[src/rtl/regfile_wb_pkg.sv]
//==============================================================================
// Package : cpu_pkg
// Brief   : Shared widths, special register numbers and the write-back hit helper.
// Rev     : 1.0  initial release
//==============================================================================
`default_nettype none

package cpu_pkg;

    localparam int ADDR_W = 5;
    localparam int DATA_W = 32;
    localparam int NREG   = 2 ** ADDR_W;

    localparam logic [ADDR_W-1:0] REG_ZERO = 5'd0;
    localparam logic [ADDR_W-1:0] REG_RA   = 5'd31;

    // True when this cycle's write-back targets register a.
    function automatic logic wb_hits(input logic we,
                                     input logic [ADDR_W-1:0] waddr,
                                     input logic [ADDR_W-1:0] a);
        return we && (waddr == a);
    endfunction

endpackage

`default_nettype wire

[src/rtl/regfile_wb_if.sv]
//==============================================================================
// Interface : regfile_wb_if
// Brief     : Decode / write-back side bundle of the register file.
// Rev       : 1.0  initial release
//==============================================================================
`default_nettype none

interface regfile_wb_if;
    import cpu_pkg::*;

    logic              we;
    logic [ADDR_W-1:0] waddr;
    logic [DATA_W-1:0] wdata;
    logic [ADDR_W-1:0] raddr1;
    logic [ADDR_W-1:0] raddr2;
    logic [DATA_W-1:0] rdata1;
    logic [DATA_W-1:0] rdata2;
    logic              resv;
    logic [ADDR_W-1:0] resv_addr;
    logic              stall;
    logic [NREG-1:0]   busy;
    logic [ADDR_W:0]   pending;

    modport master (
        output we, waddr, wdata, raddr1, raddr2, resv, resv_addr,
        input  rdata1, rdata2, stall, busy, pending
    );

    modport slave (
        input  we, waddr, wdata, raddr1, raddr2, resv, resv_addr,
        output rdata1, rdata2, stall, busy, pending
    );

endinterface

`default_nettype wire

[src/rtl/regfile_wb_rf_scoreboard.sv]
//==============================================================================
// Module : rf_scoreboard
// Brief  : Per-register busy bits, pending count and decode stall generation.
// Rev    : 1.0  initial release
//==============================================================================
`default_nettype none

module rf_scoreboard
    import cpu_pkg::*;
(
    input  wire logic              clk,
    input  wire logic              rst_n,
    input  wire logic              we,
    input  wire logic [ADDR_W-1:0] waddr,
    input  wire logic [ADDR_W-1:0] raddr1,
    input  wire logic [ADDR_W-1:0] raddr2,
    input  wire logic              resv,
    input  wire logic [ADDR_W-1:0] resv_addr,
    output logic                   stall,
    output logic [NREG-1:0]        busy,
    output logic [ADDR_W:0]        pending
);

    logic [NREG-1:0] busy_q,    busy_d;
    logic [ADDR_W:0] pending_q, pending_d;
    logic            set_take;
    logic            inc;
    logic            dec;

    always_comb begin
        stall = (busy_q[raddr1] && !wb_hits(we, waddr, raddr1))
              | (busy_q[raddr2] && !wb_hits(we, waddr, raddr2))
              | (resv && busy_q[resv_addr] && !wb_hits(we, waddr, resv_addr));

        set_take = resv && !stall && (resv_addr != REG_ZERO);

        busy_d = busy_q;
        if (we)
            busy_d[waddr] = 1'b0;
        if (set_take)
            busy_d[resv_addr] = 1'b1;
        busy_d[REG_ZERO] = 1'b0;

        // Count only real bit transitions so pending tracks popcount(busy) even
        // when a reservation lands on a register being released this cycle.
        inc = set_take && !busy_q[resv_addr];
        dec = we && busy_q[waddr] && !(set_take && (resv_addr == waddr));
        pending_d = pending_q + {{ADDR_W{1'b0}}, inc} - {{ADDR_W{1'b0}}, dec};
    end

    always_ff @(posedge clk or negedge rst_n) begin
        if (!rst_n) begin
            busy_q    <= '0;
            pending_q <= '0;
        end else begin
            busy_q    <= busy_d;
            pending_q <= pending_d;
        end
    end

    assign busy    = busy_q;
    assign pending = pending_q;

endmodule

`default_nettype wire

[src/rtl/regfile_wb.sv]
//==============================================================================
// Module : regfile_wb
// Brief  : 32x32 register file with write-through bypass and busy scoreboard.
// Rev    : 1.0  initial release
//==============================================================================
`default_nettype none

module regfile_wb
    import cpu_pkg::*;
(
    input  wire logic     clk,
    input  wire logic     rst_n,
    regfile_wb_if.slave   bus
);

    logic [DATA_W-1:0] regs_q [NREG];
    logic [DATA_W-1:0] regs_d [NREG];

    function automatic logic [DATA_W-1:0] read_port(input logic [ADDR_W-1:0] ra,
                                                     input logic [DATA_W-1:0] stored);
        if (ra == REG_ZERO)
            return '0;
        else if (wb_hits(bus.we, bus.waddr, ra))
            return bus.wdata;
        else
            return stored;
    endfunction

    always_comb begin
        regs_d = regs_q;
        if (bus.we && (bus.waddr != REG_ZERO))
            regs_d[bus.waddr] = bus.wdata;
    end

    always_ff @(posedge clk or negedge rst_n) begin
        if (!rst_n) begin
            for (int i = 0; i < NREG; i++)
                regs_q[i] <= '0;
        end else begin
            regs_q <= regs_d;
        end
    end

    always_comb begin
        bus.rdata1 = read_port(bus.raddr1, regs_q[bus.raddr1]);
        bus.rdata2 = read_port(bus.raddr2, regs_q[bus.raddr2]);
    end

    rf_scoreboard u_scoreboard (
        .clk       (clk),
        .rst_n     (rst_n),
        .we        (bus.we),
        .waddr     (bus.waddr),
        .raddr1    (bus.raddr1),
        .raddr2    (bus.raddr2),
        .resv      (bus.resv),
        .resv_addr (bus.resv_addr),
        .stall     (bus.stall),
        .busy      (bus.busy),
        .pending   (bus.pending)
    );

endmodule

`default_nettype wire

[src/flat_wrapper.sv]
// flat-port wrapper written by rule: the top's interface ports become plain ports
module regfile_wb_flat import cpu_pkg::*;
  (clk, rst_n, bus_we, bus_waddr, bus_wdata, bus_raddr1, bus_raddr2, bus_resv, bus_resv_addr, bus_rdata1, bus_rdata2, bus_stall, bus_busy, bus_pending);
  regfile_wb_if bus_i ();
  input  wire logic clk;
  input  wire logic rst_n;
  input wire logic [$bits(bus_i.we)-1:0] bus_we;
  input wire logic [$bits(bus_i.waddr)-1:0] bus_waddr;
  input wire logic [$bits(bus_i.wdata)-1:0] bus_wdata;
  input wire logic [$bits(bus_i.raddr1)-1:0] bus_raddr1;
  input wire logic [$bits(bus_i.raddr2)-1:0] bus_raddr2;
  input wire logic [$bits(bus_i.resv)-1:0] bus_resv;
  input wire logic [$bits(bus_i.resv_addr)-1:0] bus_resv_addr;
  output wire logic [$bits(bus_i.rdata1)-1:0] bus_rdata1;
  output wire logic [$bits(bus_i.rdata2)-1:0] bus_rdata2;
  output wire logic [$bits(bus_i.stall)-1:0] bus_stall;
  output wire logic [$bits(bus_i.busy)-1:0] bus_busy;
  output wire logic [$bits(bus_i.pending)-1:0] bus_pending;
  assign bus_i.we = bus_we;
  assign bus_i.waddr = bus_waddr;
  assign bus_i.wdata = bus_wdata;
  assign bus_i.raddr1 = bus_raddr1;
  assign bus_i.raddr2 = bus_raddr2;
  assign bus_i.resv = bus_resv;
  assign bus_i.resv_addr = bus_resv_addr;
  assign bus_rdata1 = bus_i.rdata1;
  assign bus_rdata2 = bus_i.rdata2;
  assign bus_stall = bus_i.stall;
  assign bus_busy = bus_i.busy;
  assign bus_pending = bus_i.pending;
  regfile_wb u_core (.clk(clk), .rst_n(rst_n), .bus(bus_i));
endmodule
[config.mk]
export PLATFORM = sky130hd
export DESIGN_NAME = regfile_wb_flat
export DESIGN_NICKNAME = d
export VERILOG_FILES = /design/src/rtl/regfile_wb_pkg.sv /design/src/rtl/regfile_wb_if.sv /design/src/rtl/regfile_wb_rf_scoreboard.sv /design/src/rtl/regfile_wb.sv /design/src/flat_wrapper.sv
export SDC_FILE = /design/constraint.sdc
export NUM_CORES = 2
export LEC_CHECK = 0
export CAP_MARGIN = 40
export CORE_MARGIN = 2
export CORE_UTILIZATION = 45
export DETAILED_ROUTE_END_ITERATION = 6
export DONT_BUFFER_PORTS = 1
export PLACE_DENSITY = 0.59
export SLEW_MARGIN = 10
export SYNTH_ARGS = -nofsm -noshare
export SYNTH_HDL_FRONTEND = slang
export SYNTH_HIERARCHICAL = 1
export SYNTH_SLANG_ARGS = --single-unit
[constraint.sdc]
create_clock -name clk -period 4.7 [get_ports clk]
set_clock_uncertainty 0.05 [all_clocks]
set_input_delay 0.47 -clock clk [delete_from_list [all_inputs] [get_ports clk]]
set_output_delay 0.47 -clock clk [all_outputs]
set_load 0.01 [all_outputs]
==> results by group <==
Hold path
  – Hold depth: 2
  – Worst hold path type: primary input to flip-flop
  – Hold path startpoint: bus_wdata[22]
  – Worst Hold Path EP: u_core/regs_q[982]

Floorplan
  – Initial core utilization: 45.5%
  – Core ar.: ~130,000 um2
  – Row count: between 100 and 150
  – DIE AREA: between 100,000 and 150,000 um2
  – Die width: around 360 um
  – DIE HEIGHT: between 300 and 400 um
  – Ports: approximately 160

Placed design
  – DP HPWL: ~110 mm
  – Routability Congestion: 0.826
  – PortBufs: 0

Setup path
  – FF-to-FF Start: u_core/u_scoreboard/busy[4]
  – Worst reg2reg path endpoint: u_core/u_scoreboard/pending[4]
  – Slack of the worst reg-to-reg path: roughly 830 ps
  – CP dominant cell by count: buf_4
  – Crit Path Category: primary input to primary output
  – Critical path startpoint category: primary input
  – Setup crit end kind: primary output
  – Req. time, crit path: ~4200 ps
  – Worst reg-to-reg path cell count: 13
  – Crit path cell chain: xnor2_1 -> nand2_1 -> nor2_2 -> buf_4 -> and2_1 -> buf_4 -> a211o_1
  – Slowest stage delay, CP: ~660 ps
  – Slowest stage cell, crit path: xnor2_1
  – Crit path from: bus_raddr2[0]
  – Worst Path Arrival: around 3900 ps
  – Max FO, Critical Path: around 340

Global routing
  – GRT Util Overall: between 30% and 40%
  – Initial antenna violation count: 4
  – Largest net degree at the start of global routing: ~1,100
  – First-pass GRT wire length: 291 mm
  – Vias in the first global route: a little under 40,000
  – Overflow after GRT: 0

Power
  – Sw Pwr: 0.00752 W
  – Pwr/cell area: roughly 420 nW/um2
  – Pint: around 0.02 W
  – Switch share: between 20% and 30%
  – Logic pwr share: around a fifth
  – Clock power frac: approximately a third
  – Sequential Power Share: approximately 45%
  – Peak supply drop: ~0.34 mV
  – Pleak: roughly 28 nW

Synthesis
  – Synth unique cells: 71
  – Syn. warnings: 6
  – Yosys reg bits: roughly 1,100
  – Mapped Avg Cell Area: around 14 um2
  – Post-synth ARST share: between 90% and 100%
  – Seq/Total Area, Yosys: between 40% and 50%
  – Post-Syn Area: 58,200 um2
  – Cells after synthesis: roughly 4,100
  – Post-synth EDFFs: 0
  – Post-Synthesis Net Count: approximately 4,200
  – Synth Flop Type: dfrtp_1

Clock tree
  – H-tree Lvls: 3
  – Clock tree root buffer cell: clkbuf_16
  – Total CTS buffers: approximately 120
  – Clk sink count: 1,061
  – Clk_lat worst skew: approximately 730 ps
  – CTS tree: done
  – Clk pin slew, worst setup/hold paths: 70 ps
  – Deepest clock path buffer count: 3
  – Post_cts resized: 0

Final layout
  – Final Util: 50.6%
  – Layout Nets: 4,016
  – Most frequent cells in the layout: mux2_2 (1,071), dfrtp_1 (1,061), mux4_2 (397), mux2i_1 (235), clkbuf_16 (120)
  – Commonest non-fill, non-tap cell in the layout: mux2_2
  – Fillers: around 11,000
  – Layout cells sized above 1: approximately 47%
  – Area delta synth->final: 11.2%

Status
  – Run status: finished with violations
  – Failing checks: slew limit

Timing
  – RSZ-0062 raised after global routing: no
  – Setup TNS: 0 ps
  – Worst slew pin tran: between 2000 and 2500 ps
  – Fin. Hold Viols: 0
  – Fin crit share: between 90 and 100%
  – Slew margin rel.: -41.9%
  – Crit path time final: 4380 ps
  – Max Clock Freq: about 0.23 GHz
  – Final Max Tran Viols: ~220
  – Finish-stage setup viols: 0

Route
  – DR WL/cell: between 30 and 40 um
  – Final ANT Viol Nets: 0
  – Pre-antenna DRT Iters: 6
  – DRC errors left: 0
  – Initial DRC count: roughly 4,000
  – Total number of vias: a little under 40,000
  – Via-per-instance ratio: just under 7
  – Routed WL: between 200 and 250 mm

Run
  – Max_cap viols: 0
[synth_stat cells (6+ instances only)]
master / number / area, um2
nor2b_1: 14 / 87.6
buf_4: 31 / 233
xor2_1: 11 / 96.3
inv_1: 13 / 48.8
o2111ai_1: 8 / 70.1
o31ai_2: 27 / 338
o22ai_1: 74 / 463
buf_2: 87 / 435
or3_1: 8 / 50.1
o21ai_0: 61 / 305
buf_1: 67 / 251
dfrtp_1: 1061 / 26600
nor3b_1: 13 / 97.6
nand3b_1: 12 / 90.1
mux2i_1: 235 / 2350
nor2_1: 66 / 248
nor4_1: 12 / 75.1
xnor2_1: 19 / 166
nand2_1: 71 / 267
nor3_1: 32 / 160
nand2b_1: 10 / 62.6
o221ai_1: 39 / 342
a211o_1: 10 / 87.6
a22oi_1: 96 / 721
a211oi_1: 7 / 52.6
a2111oi_0: 32 / 280
clkbuf_1: 259 / 972
mux4_2: 397 / 8940
a21oi_1: 99 / 495
nand3_1: 6 / 30.0
mux2_1: 8 / 90.1
buf_6: 21 / 236
or3b_2: 6 / 52.6
mux2_2: 1071 / 12100
a22o_1: 71 / 622
ha_1: 6 / 75.1
[critical path: cells and delay by family]
family | cells | cell delay [ps]
XOR/XNOR | 1 | 660
AND/OR/NAND/NOR | 3 | 550
buffers and inverters | 2 | 720
AO/OA/AOI/OAI | 1 | 440
[routing by layer]
layer	wire length (um)	GRT usage [%]
met5	7	0
met4	7950	10.4
met3	16700	7.20
met2	92700	47.0
met1	85900	42.3
[sequential cells by signal, indices dropped and copies added, names as in the netlist]
register and flops:
u_core/regs_q 1024, u_core/u_scoreboard/busy 31, u_core/u_scoreboard/pending 6
[kinds of logic after synthesis]
logic type               after synthesis  synth area share [%]
other                                  1               0.00644
multiplexers                        1714                  40.4
AO/OA/AOI/OAI                        563                  7.13
buffers and inverters                483                  3.86
XOR/XNOR                              30                 0.451
AND/OR/NAND/NOR                      274                  2.39
flip-flops                          1061                  45.6
adder cells (fa/ha/maj)                7                 0.163
[metrics by stage]
step	area [um2]	worst slack (ps)	instances	hold slack (ps)	power [W]
after floorplan	58200	1080	4133	124	0.0163
after global placement	59200	798	5463	191	0.0171
after global routing	64700	721	5778	22.2	0.0284
after detailed placement	59700	872	5489	203	0.0173
final	64700	316	5779	47.2	0.0273
after CTS	64200	937	5747	-595	0.0271
[power by group through the flow]
stage	registers [W]	logic [W]	clock network, W
floorplan	0.0119	0.00439	0
global placement	0.0123	0.00485	0
detailed placement	0.0123	0.00495	0
CTS	0.0122	0.00515	0.00973
global route	0.0125	0.00579	0.0101
finish	0.0123	0.00544	0.00962
[area by class of cell]
cell class	count	area [um2]	share of cell area, %
flip-flops and latches	1061	26600	41.0
repair buffers	171	2240	3.47
well taps	1729	2160	3.34
diodes	2	5.00	0.00773
inverters	13	48.8	0.0754
clock inverters	51	572	0.883
multi-input cells	2589	29700	45.9
clock buffers	163	3410	5.28
[how the worst max path moves through the flow]
stage | cells after the start | slack (ps) | end
finish | 7 | 320 | bus_rdata2[8]
global route | 13 | 720 | u_core/u_scoreboard/pending[4]
floorplan | 14 | 1080 | u_core/u_scoreboard/pending[4]
detailed placement | 13 | 870 | u_core/u_scoreboard/pending[4]
global placement | 13 | 800 | u_core/u_scoreboard/pending[4]
CTS | 13 | 940 | u_core/u_scoreboard/pending[4]
[what timing repair did]
item                                   4_1_cts  5_1_grt
buffers inserted                             0        0
endpoints found under the hold margin     2076      159
hold buffers                                44        1
(Power assumes the default switching activity.)
